===== src/rtl/counter_pkg.sv =====
// counter_pkg: defaults shared by the upstream counter and count_capture_fifo.
//   COUNT_WIDTH    - width of the free-running count value
//   WRAP_CNT_WIDTH - width of the saturating wrap event counter
package counter_pkg;
    localparam int COUNT_WIDTH    = 4;
    localparam int WRAP_CNT_WIDTH = 8;
endpackage


===== src/rtl/sync_fifo.sv =====
// sync_fifo: first-word-fall-through FIFO storage and pointers.
// The caller decides whether a push or pop is legal; this block just obeys.
//   clock, reset : rising-edge clock, synchronous active-high reset
//   push, din    : write din at the tail
//   pop          : advance the head
//   dout         : entry at the head (meaningful only when level != 0)
//   level        : number of occupied entries, 0..DEPTH
module sync_fifo #(
    parameter int WIDTH = 4,
    parameter int DEPTH = 4,
    localparam int AW = $clog2(DEPTH),
    localparam int LW = $clog2(DEPTH + 1)
) (
    input  logic             clock,
    input  logic             reset,
    input  logic             push,
    input  logic             pop,
    input  logic [WIDTH-1:0] din,
    output logic [WIDTH-1:0] dout,
    output logic [LW-1:0]    level
);
    logic [WIDTH-1:0] mem [DEPTH];
    logic [AW-1:0]    wr_ptr;
    logic [AW-1:0]    rd_ptr;

    // Storage needs no reset: level gates whether any entry is visible.
    always_ff @(posedge clock) begin
        if (!reset && push)
            mem[wr_ptr] <= din;
    end

    // DEPTH is a power of two, so pointers wrap by natural overflow.
    always_ff @(posedge clock) begin
        if (reset) begin
            wr_ptr <= '0;
            rd_ptr <= '0;
            level  <= '0;
        end else begin
            if (push) wr_ptr <= wr_ptr + 1'b1;
            if (pop)  rd_ptr <= rd_ptr + 1'b1;
            case ({push, pop})
                2'b10:   level <= level + 1'b1;
                2'b01:   level <= level - 1'b1;
                default: level <= level;
            endcase
        end
    end

    assign dout = mem[rd_ptr];
endmodule


===== src/rtl/count_capture_fifo.sv =====
// count_capture_fifo: samples a free-running count into a FIFO on request
// and flags when the count wraps from all-ones to zero.
//   clock, reset : rising-edge clock, synchronous active-high reset
//   count_in     : upstream count value
//   capture      : sample count_in this cycle
//   out_ready    : consumer takes out_data this cycle
//   out_data     : oldest captured value, out_valid : head is valid
//   level        : occupied entries, overflow : sticky dropped-capture flag
//   wrap_pulse   : one-cycle wrap indication, wrap_count : saturating wraps
module count_capture_fifo
    import counter_pkg::*;
#(
    parameter int WIDTH      = COUNT_WIDTH,
    parameter int DEPTH      = 4,
    parameter int WRAP_CNT_W = WRAP_CNT_WIDTH
) (
    input  logic                       clock,
    input  logic                       reset,
    input  logic [WIDTH-1:0]           count_in,
    input  logic                       capture,
    input  logic                       out_ready,
    output logic [WIDTH-1:0]           out_data,
    output logic                       out_valid,
    output logic [$clog2(DEPTH+1)-1:0] level,
    output logic                       overflow,
    output logic                       wrap_pulse,
    output logic [WRAP_CNT_W-1:0]      wrap_count
);
    localparam int LW = $clog2(DEPTH + 1);

    logic [WIDTH-1:0] prev_count;
    logic             full;
    logic             pop;
    logic             push;
    logic             wrap_det;

    assign out_valid = (level != '0);
    assign full      = (level == LW'(DEPTH));
    assign pop       = out_valid && out_ready;
    // A pop in the same cycle frees the slot, so a full FIFO still accepts.
    assign push      = capture && (!full || pop);
    assign wrap_det  = (prev_count == '1) && (count_in == '0);

    sync_fifo #(.WIDTH(WIDTH), .DEPTH(DEPTH)) u_fifo (
        .clock (clock),
        .reset (reset),
        .push  (push),
        .pop   (pop),
        .din   (count_in),
        .dout  (out_data),
        .level (level)
    );

    // prev_count resets to zero so a zero count right after reset is not a wrap.
    always_ff @(posedge clock) begin
        if (reset) begin
            prev_count <= '0;
            wrap_pulse <= 1'b0;
            wrap_count <= '0;
            overflow   <= 1'b0;
        end else begin
            prev_count <= count_in;
            wrap_pulse <= wrap_det;
            if (wrap_det && (wrap_count != '1))
                wrap_count <= wrap_count + 1'b1;
            if (capture && full && !pop)
                overflow <= 1'b1;
        end
    end
endmodule

===== config.mk =====
export PLATFORM = sky130hd
export DESIGN_NAME = count_capture_fifo
export DESIGN_NICKNAME = d
export VERILOG_FILES = /design/src/rtl/counter_pkg.sv /design/src/rtl/sync_fifo.sv /design/src/rtl/count_capture_fifo.sv
export SDC_FILE = /design/constraint.sdc
export NUM_CORES = 1
export LEC_CHECK = 0
export CORE_MARGIN = 5
export CORE_UTILIZATION = 45
export DETAILED_ROUTE_END_ITERATION = 7
export PLACE_DENSITY = 0.83
export SLEW_MARGIN = 20
export SYNTH_ARGS = -nofsm -noshare
export SYNTH_HDL_FRONTEND = slang
export SYNTH_SLANG_ARGS = --single-unit

===== constraint.sdc =====
create_clock -name clock -period 2.46 [get_ports clock]
set_input_delay 0.738 -clock clock [delete_from_list [all_inputs] [get_ports clock]]
set_output_delay 0.738 -clock clock [all_outputs]
set_load 0.01 [all_outputs]

==> flow_summary.ini, run 1 <==
[outcome]
outcome = complete, no violations

[global_routing]
grt.overflow.total = 0
grt_pass1_vias = 1247
use_met1 = 0.172
globalRouteMet2Util = 0.271
grt_pass1_wl_um = 5940
grt-busiest-layer = met2
grt_use_met3 = 0.0545
grt_start_max_net_pins = 15
antenna_found_initial = 0
grt_util_all_layers = 0.155

[clock_tree]
h-tree-depth = 2
cts_max_path_buffers = 2
ctsHoldBuffers = 0
clkLatencyLatePin_ns = 0.34
cts_sinks = 39
cts_buffers = 5
cts.clk_slew.worst_paths_ns = 0.10
root_buffer = clkbuf_4
cts_tree = yes

[setup_path]
cp.required_ns = 2.73
worstSetupPathType = in -> reg
worstPathArrival_ns = 2.66
r2r-end = u_fifo.level[2]$_SDFFE_PP0P_
worstRegToRegCells = 8
cp-end-kind = flip-flop
critPathLaunchType = primary input
crit_path_max_fanout = 2
r2r_slack_ns = 0.32
r2r_start = u_fifo.level[0]$_SDFFE_PP0P_

[final_layout]
fin_cells = 225
antenna_cells = 0
final_cell_area_mm2 = 0.00214
area_growth_pct = 31.0
nFillCells = 273
fin_nets = 193
drive_gt1_frac = 0.201
utilization = 0.626

[sta]
slew_headroom = 0.802
setup_viol = 0
drv_slew = 0
min_period_ns = 2.39
fin_skew_ns = 0.00939
worstMarginPinSlew_ns = 0.296
finalHoldViolCount = 0
final.period_utilization = 0.971
fmax_mhz = 419
finalSetupTns_ns = 0

[synth]
yosys.area.top_type = edfxtp_1
synth_top_area_frac = 0.294
syn_inst = 130
synth_cell_types = 32
synth_seq_cells = 39
synth_area_mm2 = 0.00163
synth-seq-area-share = 0.577
yosys_warnings = 0
syn_nets = 145
avgSynthCellArea_um2 = 12.6
synth_area_leaders = edfxtp_1, dfxtp_1, mux4_2

[floorplanning]
io_pins = 26
die_width_um = 70.2
start_util = 0.478
core-area_mm2 = 0.00342
fp.dieArea_mm2 = 0.00493
num_rows = 21
die_h_um = 70.2

[detailed_routing]
drt_iter0_markers = 42
vias = 1189
drc = 0
viasPerCell = 5.28
wl_per_cell_um = 15.9
dr.pass1.iters = 4
route.final.wire_length_um = 3570
antenna_left = 0

[min_path]
hold_depth = 2
hold_class = reg -> reg
hp-start = overflow$_SDFFE_PP0P_
min_to = overflow$_SDFFE_PP0P_

[place]
dp.cells = 213
dp_hpwl_um = 2630
port_buffers = 25
place_area_mm2 = 0.00205
gp_congestion = 0.857

[pwr]
power_density_mw_per_mm2 = 720
p_leak_nw = 0.823
p_total_w = 0.00154
worst_ir_drop_vdd_v = 0.000497

[run]
drv_cap = 0
-- cells in the mapped netlist --
library cell / n
inv_1: 7
o21ai_0: 1
o31a_1: 1
nor2b_1: 4
xor2_1: 5
mux4_2: 4
and4_1: 1
fa_1: 1
ha_1: 6
edfxtp_1: 16
or3_1: 2
and3_1: 3
nor2_1: 17
nand2b_1: 1
a21oi_1: 3
nor3_2: 1
clkbuf_1: 2
nand3_1: 4
nand2_1: 1
xnor2_1: 3
o211a_1: 3
dfxtp_1: 23
or4_4: 1
nor3_1: 2
o2111ai_1: 2
nand3b_1: 1
nor4_2: 3
nor4b_1: 1
nand4_1: 4
mux2_1: 1
mux2i_1: 2
and2_1: 4
-- power breakdown --
group,switching [W],internal (W)
clock,0.000192,0.000107
combinational,0.000182,0.000249
sequential,0.0000731,0.000735
-- metrics by stage --
| step | setup WS, ns | hold slack, ns |
|---|---|---|
| 4_1_cts | 0.0691 | 0.494 |
| 5_1_grt | -0.00911 | 0.507 |
| 3_3_place_gp | -0.340 | 0.458 |
| 2_1_floorplan | 0.0819 | 0.485 |
| 6_report | 0.0724 | 0.483 |
| 3_5_place_dp | -0.468 | 0.468 |
-- state kept, by name, indices dropped and copies added, names as in the netlist, named ones only --
name and cells:
prev_count 4, u_fifo.mem 16, u_fifo.rd_ptr 2, wrap_pulse 1, overflow 1, u_fifo.wr_ptr 2
wrap_count 8, u_fifo.level 3
-- routing by layer --
layer / part of all wire / wire length [µm]
met5: 0 / 0
met2: 0.53 / 1880
met4: 0.011 / 38
met3: 0.058 / 206
met1: 0.40 / 1440
-- layout by cell type, fill, tap and decap left out, drive strengths merged, types with 4 or more instances in the layout --
cell,n
dlygate4sd2,5
and2,4
nand4,4
inv,7
nand3,4
edfxtp,16
mux4,4
dfxtp,23
ha,6
nor2,17
buf,18
xor2,5
clkdlybuf4s50,20
nor2b,4
clkbuf,6
-- logic make-up (layout without fill, tap and decap cells) --
| family | Yosys count | count (layout) | share of synthesized area |
|---|---|---|---|
| XOR/XNOR | 8 | 8 | 0.0429 |
| buffers and inverters | 9 | 58 | 0.0207 |
| flip-flops | 39 | 39 | 0.577 |
| adder cells (fa/ha/maj) | 7 | 7 | 0.0583 |
| multiplexers | 7 | 7 | 0.0744 |
| AO/OA/AOI/OAI | 10 | 10 | 0.0468 |
| AND/OR/NAND/NOR | 50 | 50 | 0.180 |
-- final cells by class --
| class | count | area [µm²] | area share |
|---|---|---|---|
| clock buffers | 6 | 41.3 | 0.0193 |
| multi-input cells | 82 | 679 | 0.318 |
| clock inverters | 2 | 8.76 | 0.00410 |
| well taps | 46 | 57.6 | 0.0269 |
| repair buffers | 43 | 379 | 0.177 |
| inverters | 7 | 26.3 | 0.0123 |
| flip-flops and latches | 39 | 945 | 0.442 |
-- worst max-delay path, stage by stage --
cell and delay [ns]:
dlygate4sd2_1 0.28, nor4b_4 0.28, nand2b_4 0.17, ha_1 0.16, inv_1 0.06, fa_1 0.37
xor2_1 0.16, or3_1 0.31, a21oi_1 0.13
-- what timing repair did --
item / CTS / global route
setup buffers: 4 / 0
gates resized for setup: 7 / 1
pin swaps: 1 / 0
setup endpoints to repair: 5 / 1
-- how the worst max path moves through the flow --
stage	start	endpoint	slack [ns]	cells after the start
CTS	out_ready	u_fifo.level[2]$_SDFFE_PP0P_	0.07	9
floorplan	out_ready	u_fifo.level[2]$_SDFFE_PP0P_	0.08	8
global route	out_ready	u_fifo.level[2]$_SDFFE_PP0P_	-0.009	9
finish	out_ready	u_fifo.level[2]$_SDFFE_PP0P_	0.07	9
global placement	out_ready	u_fifo.level[2]$_SDFFE_PP0P_	-0.34	9
detailed placement	out_ready	u_fifo.level[2]$_SDFFE_PP0P_	-0.47	9
(Power assumes the default switching activity.)
==> run 2, diff against run 1 <==
- CORE_ASPECT_RATIO: unset -> 0.6
==> run 2 against run 1 <==
Via count down 3.7%. Worst hold slack got worse by 0.0072 ns. Register-to-register slack barely moved. Clock skew decreased by 0.0068 ns. Core utilization up 2.8 points. Sequential share of layout area is 1.2 points lower. Worst setup slack got worse by 0.0072 ns. Cell area grew 2.8%. First-iteration DRC count increased by 40%. Critical path type is now reg -> out. Critical endpoint is now out_data[3].
==> flow_summary.ini, run 2 (same netlist as run 1, synthesis figures left out) <==
[setup_path]
cp-end-kind = primary output
r2r_slack_ns = 0.33
worstPathArrival_ns = 1.66
cp.required_ns = 1.72
crit_path_max_fanout = 4
critPathLaunchType = flip-flop
worstSetupPathType = reg -> out
r2r_start = u_fifo.level[0]$_SDFFE_PP0P_
r2r-end = u_fifo.level[2]$_SDFFE_PP0P_
worstRegToRegCells = 8

[global_routing]
grt_pass1_vias = 1177
use_met1 = 0.193
grt_use_met3 = 0.0629
grt_pass1_wl_um = 5450
grt_start_max_net_pins = 23
globalRouteMet2Util = 0.218
grt_util_all_layers = 0.146
antenna_found_initial = 0
grt-busiest-layer = met2
grt.overflow.total = 0

[place]
dp_hpwl_um = 2390
place_area_mm2 = 0.00203
gp_congestion = 0.792
port_buffers = 25
dp.cells = 210

[floorplanning]
die_h_um = 56.6
die_width_um = 87.7
start_util = 0.485
fp.dieArea_mm2 = 0.00497
io_pins = 26
core-area_mm2 = 0.00336
num_rows = 16

[clock_tree]
clkLatencyLatePin_ns = 0.29
cts_sinks = 39
cts_buffers = 5
cts_tree = yes
h-tree-depth = 2
cts_max_path_buffers = 2
ctsHoldBuffers = 0
cts.clk_slew.worst_paths_ns = 0.07
root_buffer = clkbuf_8

[min_path]
hp-start = overflow$_SDFFE_PP0P_
hold_depth = 2
min_to = overflow$_SDFFE_PP0P_
hold_class = reg -> reg

[detailed_routing]
antenna_left = 0
route.final.wire_length_um = 3240
drc = 0
wl_per_cell_um = 14.8
viasPerCell = 5.23
drt_iter0_markers = 59
vias = 1145
dr.pass1.iters = 4

[final_layout]
antenna_cells = 0
fin_nets = 188
most-common-layout-cells = dfxtp_1, clkdlybuf4s50_1, nor2_1
reg_top3 = u_fifo.mem x16, wrap_count x8, prev_count x4
final_cell_area_mm2 = 0.00220
largest_register_ffs = 16
area_growth_pct = 34.7
fin_cells = 219
drive_gt1_frac = 0.190
mostFrequentLayoutCell = dfxtp_1
top_register = u_fifo.mem

[sta]
worstMarginPinSlew_ns = 0.326
rsz0062_at_grt = no
setup_viol = 0
fin_skew_ns = 0.00262
finalHoldViolCount = 0
fmax_mhz = 418
final.period_utilization = 0.974
drv_slew = 0
slew_headroom = 0.781
min_period_ns = 2.39

[pwr]
worst_ir_drop_vdd_v = 0.000721
power_density_mw_per_mm2 = 846
p_leak_nw = 0.854

[run]
drv_cap = 0

[outcome]
outcome = complete, no violations
-- run 2: changes by cell type in the layout (fill, tap and decap cells not counted), sizes merged --
cell,change
buf,-5
bufinv,+2
clkdlybuf4s50,+1
clkinv,-2
dlygate4sd2,-4
dlymetal6s2s,+3
-- run 2: per-stage QoR --
step / utilization / hold slack, ns / worst slack (ns) / setup TNS [ns] / power [W]
2_1_floorplan: - / 0.485 / 0.0819 / 0 / 0.00102
3_3_place_gp: 0.605 / 0.460 / -0.342 / -0.472 / 0.00122
3_5_place_dp: 0.605 / 0.461 / -0.482 / -0.716 / 0.00124
4_1_cts: 0.650 / 0.484 / 0.0221 / 0 / 0.00188
5_1_grt: 0.653 / 0.498 / 0.00767 / 0 / 0.00195
6_report: 0.653 / 0.476 / 0.0651 / 0 / 0.00186
-- run 2: metal layers --
layer | wire length (µm) | part of all wire
met1 | 1540 | 0.48
met2 | 1450 | 0.45
met3 | 219 | 0.068
met4 | 27 | 0.0083
met5 | 0 | 0
-- run 2: worst max path at each step --
stage | from | to | cells after the start
6_report | flip-flop | out_data[3] | 2
5_1_grt | flip-flop | out_data[3] | 2
4_1_cts | flip-flop | out_data[0] | 2
3_5_place_dp | out_ready | u_fifo.level[2]$_SDFFE_PP0P_ | 9
3_3_place_gp | out_ready | u_fifo.level[2]$_SDFFE_PP0P_ | 9
2_1_floorplan | out_ready | u_fifo.level[2]$_SDFFE_PP0P_ | 8
-- run 2: timing repair --
action                     CTS  global route
setup endpoints to repair    5             4
pin swaps                    1             1
hold endpoints to repair     0             0
resized for setup            4             4
buffers inserted             1             0
-- run 2: report_power, final --
part	switching, W	internal (W)
sequential	0.0000688	0.000735
clock	0.000217	0.000405
combinational	0.000179	0.000254
-- run 2: layout make-up --
cell class	count	area (µm²)
Timing Repair Buffer	38	354
Sequential cell	39	945
Clock inverter	2	60.1
Fill cell	263	1170
Clock buffer	6	72.6
Multi-Input combinational cell	82	683
Tap cell	45	56.3
Inverter	7	26.3
-- run 2: worst max-delay path, cell delays in order, from the launching register on --
cell             delay, ns
dfxtp_4               0.39
mux4_2                0.49
clkdlybuf4s50_1       0.49
